**config.mk**
```make
export PLATFORM = sky130hd
export DESIGN_NAME = bram_port_arbiter
export DESIGN_NICKNAME = d
export VERILOG_FILES = /design/src/rtl/bram_port_arbiter.sv
export SDC_FILE = /design/constraint.sdc
export NUM_CORES = 1
export LEC_CHECK = 0
export BUFFER_PORTS_ARGS = -buffer_cell sky130_fd_sc_hd__buf_2
export CAP_MARGIN = 20
export CORE_AREA = 2 2 98 100
export CTS_BUF_LIST = sky130_fd_sc_hd__clkbuf_16
export CTS_CLUSTER_SIZE = 24
export DETAILED_ROUTE_END_ITERATION = 10
export DIE_AREA = 0 0 100 102
export HOLD_SLACK_MARGIN = 0.06
export SYNTH_ARGS = -nofsm -noshare
export SYNTH_HDL_FRONTEND = slang
export SYNTH_SLANG_ARGS = --single-unit
```
**constraint.sdc**
```tcl
create_clock -name clk -period 2.6 [get_ports clk]
set_input_delay 0.39 -clock clk [delete_from_list [all_inputs] [get_ports clk]]
set_output_delay 0.39 -clock clk [all_outputs]
set_load 0.05 [all_outputs]
```
**src/rtl/bram_port_arbiter.sv**
```systemverilog
// Round-robin arbiter sharing one single-port, byte-writable block RAM between
// an instruction-fetch port (m0) and a data port (m1), with per-port lock for RMW.
module bram_port_arbiter #(
  parameter int ADDR_WIDTH = 14
) (
  input  logic                  clk,
  input  logic                  rst,
  input  logic                  m0_req,
  input  logic [ADDR_WIDTH-1:0] m0_addr,
  input  logic [3:0]            m0_we,
  input  logic [31:0]           m0_wdata,
  input  logic                  m0_lock,
  output logic                  m0_gnt,
  output logic                  m0_rvalid,
  output logic [31:0]           m0_rdata,
  input  logic                  m1_req,
  input  logic [ADDR_WIDTH-1:0] m1_addr,
  input  logic [3:0]            m1_we,
  input  logic [31:0]           m1_wdata,
  input  logic                  m1_lock,
  output logic                  m1_gnt,
  output logic                  m1_rvalid,
  output logic [31:0]           m1_rdata,
  output logic [ADDR_WIDTH-1:0] ram_addra,
  output logic [31:0]           ram_dina,
  output logic [3:0]            ram_wea,
  input  logic [31:0]           ram_douta
);

  typedef enum logic [1:0] {ARB, LOCK0, LOCK1} state_t;

  state_t state_q, state_d;
  logic   last_q, last_d;
  logic   m0_rvalid_q, m0_rvalid_d;
  logic   m1_rvalid_q, m1_rvalid_d;
  logic   gnt0, gnt1;

  // A locked port is the only grantable one; in ARB the port that did not win last goes first.
  always_comb begin
    gnt0 = 1'b0;
    gnt1 = 1'b0;
    case (state_q)
      LOCK0: gnt0 = m0_req;
      LOCK1: gnt1 = m1_req;
      default: begin
        if (m0_req && m1_req) begin
          gnt0 = last_q;
          gnt1 = !last_q;
        end else begin
          gnt0 = m0_req;
          gnt1 = m1_req;
        end
      end
    endcase
  end

  always_comb begin
    state_d     = state_q;
    last_d      = last_q;
    m0_rvalid_d = gnt0 && (m0_we == 4'b0000);
    m1_rvalid_d = gnt1 && (m1_we == 4'b0000);
    if (gnt0) begin
      last_d  = 1'b0;
      state_d = m0_lock ? LOCK0 : ARB;
    end else if (gnt1) begin
      last_d  = 1'b1;
      state_d = m1_lock ? LOCK1 : ARB;
    end else if (state_q == LOCK0 && !m0_lock) begin
      state_d = ARB;
    end else if (state_q == LOCK1 && !m1_lock) begin
      state_d = ARB;
    end
  end

  always_ff @(posedge clk or posedge rst) begin
    if (rst) begin
      state_q     <= ARB;
      last_q      <= 1'b1;
      m0_rvalid_q <= 1'b0;
      m1_rvalid_q <= 1'b0;
    end else begin
      state_q     <= state_d;
      last_q      <= last_d;
      m0_rvalid_q <= m0_rvalid_d;
      m1_rvalid_q <= m1_rvalid_d;
    end
  end

  // Idle cycles park the address/data on m0 but the strobes stay low, so nothing is written.
  always_comb begin
    ram_addra = gnt1 ? m1_addr  : m0_addr;
    ram_dina  = gnt1 ? m1_wdata : m0_wdata;
    if (gnt0)
      ram_wea = m0_we;
    else if (gnt1)
      ram_wea = m1_we;
    else
      ram_wea = 4'b0000;
  end

  assign m0_gnt    = gnt0;
  assign m1_gnt    = gnt1;
  assign m0_rvalid = m0_rvalid_q;
  assign m1_rvalid = m1_rvalid_q;
  assign m0_rdata  = ram_douta;
  assign m1_rdata  = ram_douta;

endmodule

```
# [After elaboration in Yosys (flattened, before gate mapping)]
# Cells that the tools add are included.
[totals] regBits=5 latch_bits=0 mem_bits_rw=0 rom_bits=0 inputBits=138 out_inout_bits=118 mem_count=0
[classes] n_addsub=0 mul=0 div_mod_pow=0 order_cmp=0 n_eq_ne=2 shifts=0 muxes=16 bitwise=0 n_reduce_logical=12
[op_table] cell="$mux W32" n=1
[op_table] cell="$mux W14" n=1
[op_table] cell="$mux W2" n=5
[op_table] cell="$logic_not A4 Y1" n=2
[op_table] cell="$mux W4" n=2
[op_table] cell="$logic_and A1 B1 Y1" n=5
[op_table] cell="$mux W1" n=5
[op_table] cell="$pmux W1 S2" n=2
[op_table] cell="$reduce_bool A4 Y1" n=1
[op_table] cell="$logic_not A1 Y1" n=3
[op_table] cell="$eq A2 B1 Y1 const B" n=1
[op_table] cell="$eq A2 B2 Y1 const B" n=1
[op_table] cell="$reduce_bool A2 Y1" n=1

# [Logic depth before layout (Yosys ltp)]
[logic_depth] depth_word=6 mapped_depth=7 ltp_nobuf=6

# [Worst setup path before layout]
# Ideal clock, no wire load.
[synth_timing] kind="reg2out" startpoint="register state_q[1]" endpoint="output port ram_wea[1]" arrival_ns=2.457 required_time_ns=2.210 path_slack_ns=-0.247 stages_incl_launch_ff=6 n_path_buf=1 cell_sequence="dfrtp_1 > ha_1 > nand2_1 > o221a_2 > buf_2 > o21ai_0"
[synth_lines] item="from (decl)" line_no="32" text="state_t state_q, state_d;"
[synth_lines] item="from (signal assigned)" line_no="82" text="state_q <= state_d;"
[synth_lines] item="$eq A2 B2 Y1 or $eq A2 B1 Y1 (tied branches)" line_no="42" text="case (state_q)"
[synth_lines] item="$pmux W1 S2 *" line_no="42"
[synth_lines] item="named net m0_gnt" line_no="13" text="output logic m0_gnt,"
[synth_lines] item="$mux W4 *" line_no="93" text="if (gnt0)"
[synth_lines] item="to (decl)" line_no="26" text="output logic [3:0] ram_wea,"
# Mark *: on every way through the listed nets, which the timed path passes. The rest lies on a longest branch.

# [Worst setup path in the final report]
[layout_timing] startpoint="register state_q[0]" endpoint="output port ram_addra[4]"
[layout_between] elab_chain_len=3
[layout_lines] item="$eq A2 B2 Y1 or $eq A2 B1 Y1 (tied branches)" line_no="42"
[layout_lines] item="$pmux W1 S2 *" line_no="42"
[layout_lines] item="$mux W14 *" line_no="91" text="ram_addra = gnt1 ? m1_addr : m0_addr;"
[layout_lines] item="to (decl)" line_no="24" text="output logic [ADDR_WIDTH-1:0] ram_addra,"
# Mark *: on every way between the ends. The rest lies on a longest branch, timed or not.

==> out/qor.yml <==
routing:
  drtIter0Drc: 24
  ant_nets: 0
  wirelength_um: 4690
  via_per_inst: 3.77
  wl_per_cell_um: 12.8
  vias: 1384
  route.detailed.drc: 0
  drt_pass1_iterations: 4
die:
  die_w_um: 100
  die_height_um: 102
  core_area_um2: 9110
  design.die.area_um2: 10200
  start_util_pct: 16.1
  rows: 35
  pin_count: 256
yosys:
  synth-seq-cells: 5
  syn-num-nets: 301
  syn-cell-area_um2: 1470
  synth_top_cell_area_share_pct: 32.7
  ys_types: 25
  synth_top_area_cell: "buf_4"
  synth_area_leaders: "buf_4 (33%), mux2_2 (21%), mux2_4 (18%)"
  syn_inst: 161
  synth_seq_area_share_pct: 8.61
  yosysWarnings: 0
  postSynthAreaPerCell_um2: 9.12
placed_design:
  gp_congestion: 0.794
  dp.cells: 363
  portBuffers: 159
  dp.final_hpwl_um: 4270
run:
  drv_cap: 0
clock_tree:
  htreeDepth: 1
  cts-root-buf: "clkbuf_16"
  cts_setup_buffers: 0
  clock-sinks: 5
  cts_tree: "built"
  clock_path_buffers: 2
  clk_pin_slew_ns: 0.03
  post_cts_resized: 0
  insertion_delay_ns: 0.22
  cts_inserted_buffers: 3
  hold_buffers: 0
finish:
  nets: 397
  area_growth_pct: 35.1
  diodes: 0
  final_cell_mix: "buf_2 (159), mux2_2 (28), mux2_4 (18)"
  drive_above_1_share_pct: 83.6
  final_common_cell: "buf_2"
  instances_no_fill: 367
  final_core_util_pct: 21.8
sta:
  min_period_over_period_pct: 97.5
  max_freq_mhz: 395
  worst_slew_pin_slew_ns: 0.287
  rsz0062_at_grt: "yes"
  slew_viol_final: 0
  finClkSkew_ns: 0.00169
  period_needed_ns: 2.53
  slew_headroom_pct: 81.0
  finalHoldViolations: 0
  setup_viol: 0
setup_path:
  cp_data_required_time_ns: 2.21
  r2r-start: "state_q[0]"
  path_max_fanout: 28
  end_kind: "primary output"
  reg2reg_to: "state_q[0]"
  rrSetupSlack_ns: 1.01
  cp.arrival_ns: 2.14
  criticalPathCategory: "reg2out"
  start_kind: "flop"
  reg2regPathDepth: 6
pwr:
  leakage_nw: 1.14
  powerDensity_nw_per_um2: 1200
  totalPowerFinal_mw: 2.38
  peakVddDrop_v: 0.000310
global_routing:
  grt_overflow: 0
  grtUsageTotal_pct: 7.38
  first_global_vias: 1158
  grt_max_degree: 29
  antenna_found_initial: 0
  grt_pass1_wl_um: 5840
outcome:
  status: "finished clean"
worst_hold_path:
  hold_path.class: "in2async"
==> layer usage <==
metal | track usage, % | wire length (um) | up-vias
li1 | - | - | 669
met1 | 8.14 | 1720 | 569
met2 | 12.7 | 2250 | 137
met3 | 3.28 | 629 | 9
met4 | 2.53 | 82 | 0
met5 | 0 | 0 | -
==> power breakdown <==
part	internal (mW)	switching, mW
logic	0.658	1.35
registers	0.107	0.0190
clock network	0.199	0.0450
total	0.964	1.41
==> cells in the mapped netlist, drive strengths merged <==
cell	instances
nand3	1
o2111ai	1
and2b	1
nor2	4
nor4	1
o21a	1
and2	1
o221a	1
and3	1
buf	70
nand2	11
inv	6
a21o	1
mux2	46
o21ai	5
or4	1
dfrtp	4
dfstp	1
ha	2
o22a	1
a21oi	1
==> cell families after synthesis <==
group / share of synthesized area, %
adder cells (fa/ha/maj): 1.70
AND/OR/NAND/NOR: 6.65
flip-flops: 8.61
multiplexers: 39.9
AO/OA/AOI/OAI: 5.54
buffers and inverters: 37.6
==> layout make-up <==
cell class | instances | area, um2
fill | 1026 | 7130
timing repair buffer | 161 | 827
multi-input combinational | 80 | 790
tap | 111 | 139
sequential | 5 | 126
clock buffer | 3 | 75.1
inverter | 6 | 22.5
clock inverter | 1 | 3.75
==> how the worst max path moves through the flow <==
| stage | start | to |
|---|---|---|
| after floorplan | state_q[1] | ram_wea[1] |
| after global placement | state_q[0] | ram_addra[7] |
| after detailed placement | state_q[0] | ram_dina[5] |
| after CTS | state_q[0] | ram_dina[5] |
| after global routing | state_q[0] | ram_addra[7] |
| final | state_q[0] | ram_addra[4] |
==> through the flow <==
stage               setup TNS [ns]  setup slack [ns]  hold slack (ns)  area (um2)
floorplan                   -0.494            -0.247            0.168        1470
global placement                 0             0.302            0.307        1900
detailed placement               0             0.253            0.306        1900
CTS                              0           0.00296           0.0740        1980
global route               -0.0392           -0.0129           0.0865        1980
finish                           0            0.0661           0.0649        1980
==> state kept, by name, summed over array words and instances, names as in the netlist <==
signal and flops:
m0_rvalid 1, state_q 2, last_q 1, m1_rvalid 1
==> critical path, cell delays in order (launching register included) <==
cell	delay, ns
dfrtp_1	0.36
inv_1	0.05
ha_1	0.35
o21a_4	0.24
nand2_2	0.10
buf_12	0.21
mux2_2	0.36
buf_2	0.21
(Power assumes the default switching activity.)
